==> config.mk <==
export PLATFORM = sky130hd
export DESIGN_NAME = lb_reg_responder
export DESIGN_NICKNAME = d
export VERILOG_FILES = /design/src/rtl/lb_reg_responder.sv
export SDC_FILE = /design/constraint.sdc
export NUM_CORES = 1
export LEC_CHECK = 0
export CAP_MARGIN = 20
export CELL_PAD_IN_SITES_DETAIL_PLACEMENT = 1
export CELL_PAD_IN_SITES_GLOBAL_PLACEMENT = 2
export CORE_MARGIN = 8
export CORE_UTILIZATION = 30
export CTS_BUF_LIST = sky130_fd_sc_hd__clkbuf_16
export CTS_CLUSTER_DIAMETER = 80
export DETAILED_ROUTE_END_ITERATION = 6
export PLACE_DENSITY_LB_ADDON = 0.12
export SLEW_MARGIN = 10
export SYNTH_ARGS = -nofsm -noshare
export SYNTH_HDL_FRONTEND = slang
export SYNTH_SLANG_ARGS = --single-unit
export TNS_END_PERCENT = 20
==> constraint.sdc <==
create_clock -name lb_clk -period 2.3 [get_ports lb_clk]
set_input_delay 0.345 -clock lb_clk [delete_from_list [all_inputs] [get_ports lb_clk]]
set_output_delay 0.345 -clock lb_clk [all_outputs]
set_load 0.03 [all_outputs]
==> src/rtl/lb_reg_responder.sv <==
// Local-bus target for the oscope application: control/status register window,
// ID word, cycle counter, FIFO pop port and bad-access counter, fixed-latency reads.
module lb_reg_responder #(
    parameter logic [23:0] BASE_ADDR = 24'h010000,
    parameter int          READ_LAT  = 3,
    parameter logic [31:0] ID_WORD   = 32'h6f73636f
) (
    input  logic         lb_clk,
    input  logic         rst_n,
    input  logic [23:0]  lb_addr,
    input  logic         lb_strobe,
    input  logic         lb_rd,
    input  logic         lb_write,
    input  logic [31:0]  lb_data,
    output logic [31:0]  lb_din,
    output logic         lb_din_valid,
    output logic [255:0] ctl_reg,
    output logic [7:0]   ctl_wstb,
    input  logic [255:0] status_in,
    input  logic [31:0]  fifo_data,
    input  logic         fifo_valid,
    output logic         fifo_pop
);

    logic             hit;
    logic [5:0]       off;
    logic             wr_en;
    logic             rd_en;
    logic             ctl_sel;
    logic             bad_off;
    logic [7:0][31:0] ctl_q;
    logic [7:0][31:0] status_w;
    logic [31:0]      cycle_cnt;
    logic [15:0]      bad_cnt;
    logic [31:0]      rd_data;

    logic [READ_LAT-1:0] pipe_v;
    logic [31:0]         pipe_d [READ_LAT];

    assign hit      = (lb_addr[23:6] == BASE_ADDR[23:6]);
    assign off      = lb_addr[5:0];
    // A cycle with both qualifiers high is treated as a write only.
    assign wr_en    = lb_strobe & lb_write & hit;
    assign rd_en    = lb_strobe & lb_rd & ~lb_write & hit;
    assign ctl_sel  = (off[5:3] == 3'd0);
    assign bad_off  = ((off >= 6'h08) && (off <= 6'h13)) || (off >= 6'h15);
    assign status_w = status_in;
    assign ctl_reg  = ctl_q;

    always_comb begin
        rd_data = '0;
        if (off[5:3] == 3'd0) begin
            rd_data = ctl_q[off[2:0]];
        end else if (off[5:3] == 3'd1) begin
            rd_data = status_w[off[2:0]];
        end else begin
            case (off)
                6'h10:   rd_data = ID_WORD;
                6'h11:   rd_data = cycle_cnt;
                6'h12:   rd_data = fifo_valid ? fifo_data : 32'd0;
                6'h13:   rd_data = {31'd0, fifo_valid};
                6'h14:   rd_data = {16'd0, bad_cnt};
                default: rd_data = '0;
            endcase
        end
    end

    always_ff @(posedge lb_clk or negedge rst_n) begin
        if (!rst_n) begin
            ctl_q    <= '0;
            ctl_wstb <= '0;
        end else begin
            ctl_wstb <= '0;
            if (wr_en && ctl_sel) begin
                ctl_q[off[2:0]] <= lb_data;
                ctl_wstb        <= 8'd1 << off[2:0];
            end
        end
    end

    always_ff @(posedge lb_clk or negedge rst_n) begin
        if (!rst_n) begin
            cycle_cnt <= '0;
            bad_cnt   <= '0;
            fifo_pop  <= 1'b0;
        end else begin
            cycle_cnt <= cycle_cnt + 32'd1;
            fifo_pop  <= rd_en && (off == 6'h12) && fifo_valid;
            if (wr_en && (off == 6'h14)) begin
                bad_cnt <= '0;
            end else if (wr_en && bad_off && (bad_cnt != 16'hFFFF)) begin
                bad_cnt <= bad_cnt + 16'd1;
            end
        end
    end

    // Data is captured at issue, so later writes cannot disturb an in-flight read.
    always_ff @(posedge lb_clk or negedge rst_n) begin
        if (!rst_n) begin
            pipe_v <= '0;
            for (int i = 0; i < READ_LAT; i++) begin
                pipe_d[i] <= '0;
            end
        end else begin
            pipe_v[0] <= rd_en;
            pipe_d[0] <= rd_en ? rd_data : 32'd0;
            for (int i = 1; i < READ_LAT; i++) begin
                pipe_v[i] <= pipe_v[i-1];
                pipe_d[i] <= pipe_d[i-1];
            end
        end
    end

    assign lb_din_valid = pipe_v[READ_LAT-1];
    assign lb_din       = pipe_v[READ_LAT-1] ? pipe_d[READ_LAT-1] : 32'd0;

endmodule
[Yosys cells after proc, flatten, opt, wreduce, memory -nomap -nowiden]
Index checks and enable logic that the tools add are counted.
W data, S select, Z words.
Word-level totals
  register bits after elaboration: 412
  latch bits: 0
  memory bits (writable): 0
  bits in read-only memories: 0
  input bits: 350
  word-level logic and storage cells: 65
  memories: 0
Operators by class
  add/subtract/negate cells: 2
  $mul: 0
  divide/modulo/power cells: 0
  magnitude comparators: 5
  eq/ne operators: 8
  shift-type cells: 1
  mux-type cells: 16
  bitwise gates (word level): 6
  reductions and logical operators: 11
Operators with widths (count)
  $bwmux W256: 1
  $mux W32: 8
  $bmux W32 S3: 2
  $pmux W32 S5: 1
  $demux W32 S3: 1
  $add A32 B1 Y32 const B: 1
  $mux W16: 2
  $eq A6 B5 Y1 const B: 5
  $eq A18 B11 Y1 const B: 1
  $add A16 B1 Y16 const B: 1
  $ne A16 B16 Y1 const B: 1
  $logic_and A1 B1 Y1: 8
  $mux W8: 1
  $shl A1 B3 Y8 const A: 1
  $ge A6 B4 Y1 const B: 1
  $ge A6 B5 Y1 const B: 1
  $le A6 B5 Y1 const B: 1
  $and A1 B1 Y1: 5
  $lt A3 B4 Y1 const B: 1
  $eq A3 B1 Y1 const B: 1
  $ge A3 B1 Y1 const B: 1
  $logic_not A3 Y1: 1
  $reduce_bool A2 Y1: 1
  $logic_or A1 B1 Y1: 1
  $not A1 Y1: 1

[Longest topological paths before layout]
  word-level depth: 7
  gate-level depth with buffers: 9
  mapped depth without buffers: 6

[Worst setup path after synthesis]
OpenSTA, ideal clock, no wires.
  path type: input port to flip-flop
  start point: input port lb_addr[4]
  end point: register ctl_q (netlist bit ctl_reg[65])
  setup time: 0.125 ns
  arrival: 2.065 ns
  path slack: 0.110 ns
  stages: 7
  buffers on the path: 4
  cell sequence: buf_2 or3_1 buf_2 buf_2 nor4b_4 buf_4 mux2_2
On the way
  longest elaborated chain between the ends: 2
Ends and longest elaborated chain
  start, declared: line 10  | input logic [23:0] lb_addr,
  $logic_not A3 Y1: line 45  | assign ctl_sel = (off[5:3] == 3'd0);
  $logic_and A1 B1 Y1: line 74  | if (wr_en && ctl_sel) begin
  end signal, assigned by index: line 75  | ctl_q[off[2:0]] <= lb_data;
  end, declared: line 31  | logic [7:0][31:0] ctl_q;
No other way between the ends.
A chain may end at the register's enable or synchronous reset.

[Worst setup path in the final report]
  start point: input port lb_addr[5]
  end point: register pipe_d[72] (netlist name)
On the way
  longest elaborated chain between the ends: 5
  elaborated cells between the ends (all ways): 11
Ends and longest elaborated chain
  $eq A6 B5 Y1: line 57  | case (off)
  $pmux W32 S5: line 57
  $mux W32: line 54  | end else if (off[5:3] == 3'd1) begin
  $mux W32 *: line 52  | if (off[5:3] == 3'd0) begin
  $mux W32 *: line 106  | pipe_d[0] <= rd_en ? rd_data : 32'd0;
  end signal, assigned by index: line 109  | pipe_d[i] <= pipe_d[i-1];
  end, declared: line 38  | logic [31:0] pipe_d [READ_LAT];
Mark *: on every way between the ends. The rest lies on a longest branch, timed or not.

==> impl.org <==
** Status
- Status :: complete, no violations

** Synthesis
- In this run, synthesis produced a sequential element count of 412.
- The largest total area in the synthesized netlist belongs to sky130_fd_sc_hd__dfrtp_1.
- Counting flops with a built-in enable in the synthesized netlist gives 0.
- Dividing the synthesized area by the synthesized cell count gives 12.9 um^2.
- Synthesized instance count :: 1,568
- Count of synthesis-stage warnings from yosys :: 0
- Proportion of netlist area held by the largest area contributor :: 50.9%
- Leading register cell type out of synthesis :: sky130_fd_sc_hd__dfrtp_1
- Area contributors post-synth :: sky130_fd_sc_hd__dfrtp_1 (51%), sky130_fd_sc_hd__mux2_2 (16%), sky130_fd_sc_hd__mux2i_1 (6.2%)
- Ranked by instance count, the synthesized netlist is headed by sky130_fd_sc_hd__dfrtp_1 (412), sky130_fd_sc_hd__mux2_2 (290), sky130_fd_sc_hd__mux2i_1 (125).
- Number of library cell types mapped by synthesis :: 67
- When the netlist entered floorplanning its net count stood at 1,920.
- sky130_fd_sc_hd__dfrtp_1 is the most common cell in the netlist.
- Sequential-to-total area share from yosys stat :: 50.9%
- Summing every instance area after synthesis gives 0.0203 mm^2.
- Fraction of registers with async set or reset after synthesis :: 100%

** STA
- The worst pin sits at a relative slew slack of 53.2%.
- The smallest clock period supported by the final layout is computed as 2.26 ns.
- The max-slew violation total from the final report came to 0.
- For the pin with the worst max-slew slack, the measured transition is 0.697 ns.
- Final Skew :: 0.0196 ns
- Setup repair after global routing could not meet its margin everywhere.
- The final critical path takes up 98.2% of the cycle.
- The hold violation total from the final report is 0.
- Highest achievable clock rate :: 443 MHz
- Setup violations remaining at the end of the flow were counted as 0.
- Post-route setup slack :: 0.0424 ns

** Routing
- Summed over all layers, the routed wires come to 98.7 mm.
- The detailed router finished its first iteration with 800 violations.
- Number of remaining DRC errors :: 0
- DRT antenna net count :: 0
- Via Count :: 17,100
- DR pass1 iterations :: 5
- WL/cell :: 30.1 um
- Vias per Instance :: 5.23

** Critical path
- At the worst endpoint, the required time is 2.82 ns.
- At the worst endpoint, the arrival time is 2.78 ns.
- Of all nets on the critical path, the largest fanout is 14.
- For this run, the slowest stage of the critical path takes 0.43 ns.
- Across all register-to-register paths, the minimum setup slack is 0.18 ns.
- The signal on the critical path passes through clkdlybuf4s50_1 > buf_4 > nor4b_2 > buf_4 > and2_1 > buf_12 > buf_4 > a221o_1 > a21oi_1 > a211oi_1 > buf_4.
- Length in cells of the worst reg-to-reg path :: 5
- The worst register-to-register path begins at cycle_cnt[7]$_DFF_PN0_.
- Dominant cell type by count on the critical path :: sky130_fd_sc_hd__buf_4
- Library cell contributing the largest single delay on the critical path :: sky130_fd_sc_hd__a211oi_1
- Critical path origin :: lb_addr[5]
- The worst setup path is launched from an input port.
- The critical path is of the input port to flop type.
- Destination of the worst register-to-register timing path :: cycle_cnt[29]$_DFF_PN0_
- The worst setup path is captured at a flop.

** Min path
- The min-delay analysis places its worst path in the category input port to flop.
- Hold path cells :: 3
- In this run the most critical hold path is launched from lb_addr[2].
- Terminating pin of the worst hold path :: ctl_wstb[2]$_DFF_PN0_

** Placement
- Including well taps, the total number of placed cells is 3,185.
- Pre-CTS worst setup slack :: -0.633 ns
- At the end of routability-driven placement, the weighted congestion stood at 0.853.
- Port buffer count :: 647
- The HPWL after detailed placement is 77.4 mm.

** Floorplan
- Die Footprint :: 0.0761 mm^2
- Row count :: 95
- In this run the vertical extent of the chip is 276 um.
- Ports :: 648
- In this run the horizontal extent of the chip is 276 um.
- The floorplan step defined a core boundary enclosing 0.0670 mm^2.
- Once the floorplan was initialized, standard cells occupied 30.2% of the core.

** Cells and area
- Summing all multi-input logic gate instances after layout gives 0.00944 mm^2.
- Of the cells placed in the final design, the portion with a size suffix greater than 1 is 28.4%.
- Across the whole layout, storage elements account for 0.0103 mm^2.
- The register with the most flip-flops in the layout has 256 of them.
- Final cell count without fillers :: 3,276
- The area growth from synthesis to layout is 54.4%.
- Number of filler instances in the final layout :: 6,948
- Final cell utilization of the core :: 46.7%
- The final layout contains 2,716 nets.

** GRT
- Antenna violations before repair :: 5
- met2 is the most crowded layer.
- In the global route stage, met3 resource usage came out at 6.95%.
- The number of global-route vias before repair was 18,800.
- For this run, global-route usage on met2 was measured as 43.9%.
- The first global-routing pass estimated 140 mm of wire.
- Maximum number of pins on one net before global-route repair :: 83
- After global routing the overflow that remains totals 0.
- Global routing used 25.2% of the available tracks across all layers.
- For met1 alone, demand over resource in global routing was 31.0%.

** CTS
- TritonCTS clock tree :: done
- Root cell of the clock tree :: sky130_fd_sc_hd__clkbuf_16
- Insertion delay of the later-clocked pin in the worst-skew pair :: 0.59 ns
- The H-tree generated during clock tree synthesis spans 2 levels.
- The tree built by TritonCTS fans out to 412 sinks.
- Clock-pin slew reported for the worst setup and hold paths after clock tree synthesis :: 0.06 ns
- Cts bufs inserted :: 49
- Maximum buffer depth of the clock tree :: 3

** Job
- Number of maximum-capacitance constraint violations :: 0

** Power and ir drop
- Total power draw :: 16.8 mW
- VDD sags by at most 397 uV.
- For this design the ratio of total power to cell area is 538 mW/mm^2.
- Static power due to leakage :: 14.0 nW
[cell usage in the layout (no fill, tap or decap), types with 7 or more instances in the layout]
cell type,instances
sky130_fd_sc_hd__a2111oi_0,8
sky130_fd_sc_hd__o22ai_1,27
sky130_fd_sc_hd__and2_1,37
sky130_fd_sc_hd__a211oi_1,8
sky130_fd_sc_hd__o211a_1,7
sky130_fd_sc_hd__clkinv_2,11
sky130_fd_sc_hd__nor4_4,7
sky130_fd_sc_hd__mux4_2,45
sky130_fd_sc_hd__xnor2_1,26
sky130_fd_sc_hd__mux2_2,290
sky130_fd_sc_hd__inv_1,16
sky130_fd_sc_hd__clkbuf_16,51
sky130_fd_sc_hd__a32o_1,7
sky130_fd_sc_hd__a21oi_1,82
sky130_fd_sc_hd__nor3_1,20
sky130_fd_sc_hd__mux2i_1,125
sky130_fd_sc_hd__nand2_1,48
sky130_fd_sc_hd__nand3_1,30
sky130_fd_sc_hd__a221o_1,13
sky130_fd_sc_hd__dfrtp_1,412
sky130_fd_sc_hd__nor2_1,29
sky130_fd_sc_hd__o221ai_1,12
sky130_fd_sc_hd__nor4_1,18
sky130_fd_sc_hd__clkinv_1,8
sky130_fd_sc_hd__buf_12,68
sky130_fd_sc_hd__a221oi_1,17
sky130_fd_sc_hd__mux2_1,15
sky130_fd_sc_hd__and3_1,19
sky130_fd_sc_hd__a22oi_1,7
sky130_fd_sc_hd__buf_4,176
sky130_fd_sc_hd__clkdlybuf4s50_1,610
sky130_fd_sc_hd__a211o_1,10
sky130_fd_sc_hd__o21ai_0,43
[critical path, delay by kind of cell]
family,cells,cell delay (ns)
AO/OA/AOI/OAI,3,0.62
AND/OR/NAND/NOR,2,0.53
buffers and inverters,6,1.28
[logic make-up (layout without fill, tap and decap cells)]
| group | Yosys count | after routing | synth area share [%] |
|---|---|---|---|
| fa+ha+maj | 2 | 2 | 0.124 |
| buf+inv | 122 | 955 | 2.93 |
| simple gates | 253 | 253 | 7.40 |
| flops | 412 | 412 | 50.9 |
| compound gates | 274 | 274 | 9.22 |
| mux | 475 | 475 | 28.1 |
| other cells | 0 | 2 | 0 |
| xor+xnor | 30 | 30 | 1.30 |
[final cells by class]
cell class / instances / share of cell area (%)
Antenna cell: 2 / 0.0160
Clock buffer: 51 / 4.08
Clock inverter: 37 / 0.920
Inverter: 9 / 0.108
Multi-Input combinational cell: 1034 / 30.2
Sequential cell: 412 / 33.0
Tap cell: 873 / 3.49
Timing Repair Buffer: 858 / 28.3
[what timing repair did]
action | in CTS | in global routing
endpoints found under the setup margin | 1 | 8
hold buffers | 1 | 0
resized for setup | 1 | 5
endpoints found under the hold margin | 31 | 0
buffers inserted | 0 | 0
cloned | 0 | 0
[where the power goes]
group	switching, mW	internal (mW)
Combinational	0.945	1.01
Sequential	0.000791	7.25
Clock	3.17	4.45
[worst max path at each step]
stage	to	depth (start not counted)
floorplan	ctl_reg[65]$_DFFE_PN0P_	7
detailed placement	pipe_d[67]$_DFF_PN0_	7
finish	pipe_d[72]$_DFF_PN0_	11
global route	ctl_reg[93]$_DFFE_PN0P_	7
global placement	pipe_d[67]$_DFF_PN0_	10
CTS	pipe_d[82]$_DFF_PN0_	9
[routing by layer]
| layer | part of all wire, % | vias to the layer above |
|---|---|---|
| met5 | 0.0081 | - |
| met4 | 2.0 | 2 |
| met3 | 7.1 | 86 |
| met2 | 51 | 529 |
| met1 | 40 | 8976 |
| li1 | - | 7544 |
[through the flow]
step | hold WS, ns | setup TNS (ns) | cell area [um^2]
2_1_floorplan | 0.0494 | 0 | 20300
3_3_place_gp | 0.278 | -120.37 | 29700
3_5_place_dp | 0.278 | -133.34 | 29700
4_1_cts | 0.204 | 0 | 31300
5_1_grt | 0.217 | -0.00549 | 31300
6_report | 0.219 | 0 | 31300
(Power assumes the default switching activity.)
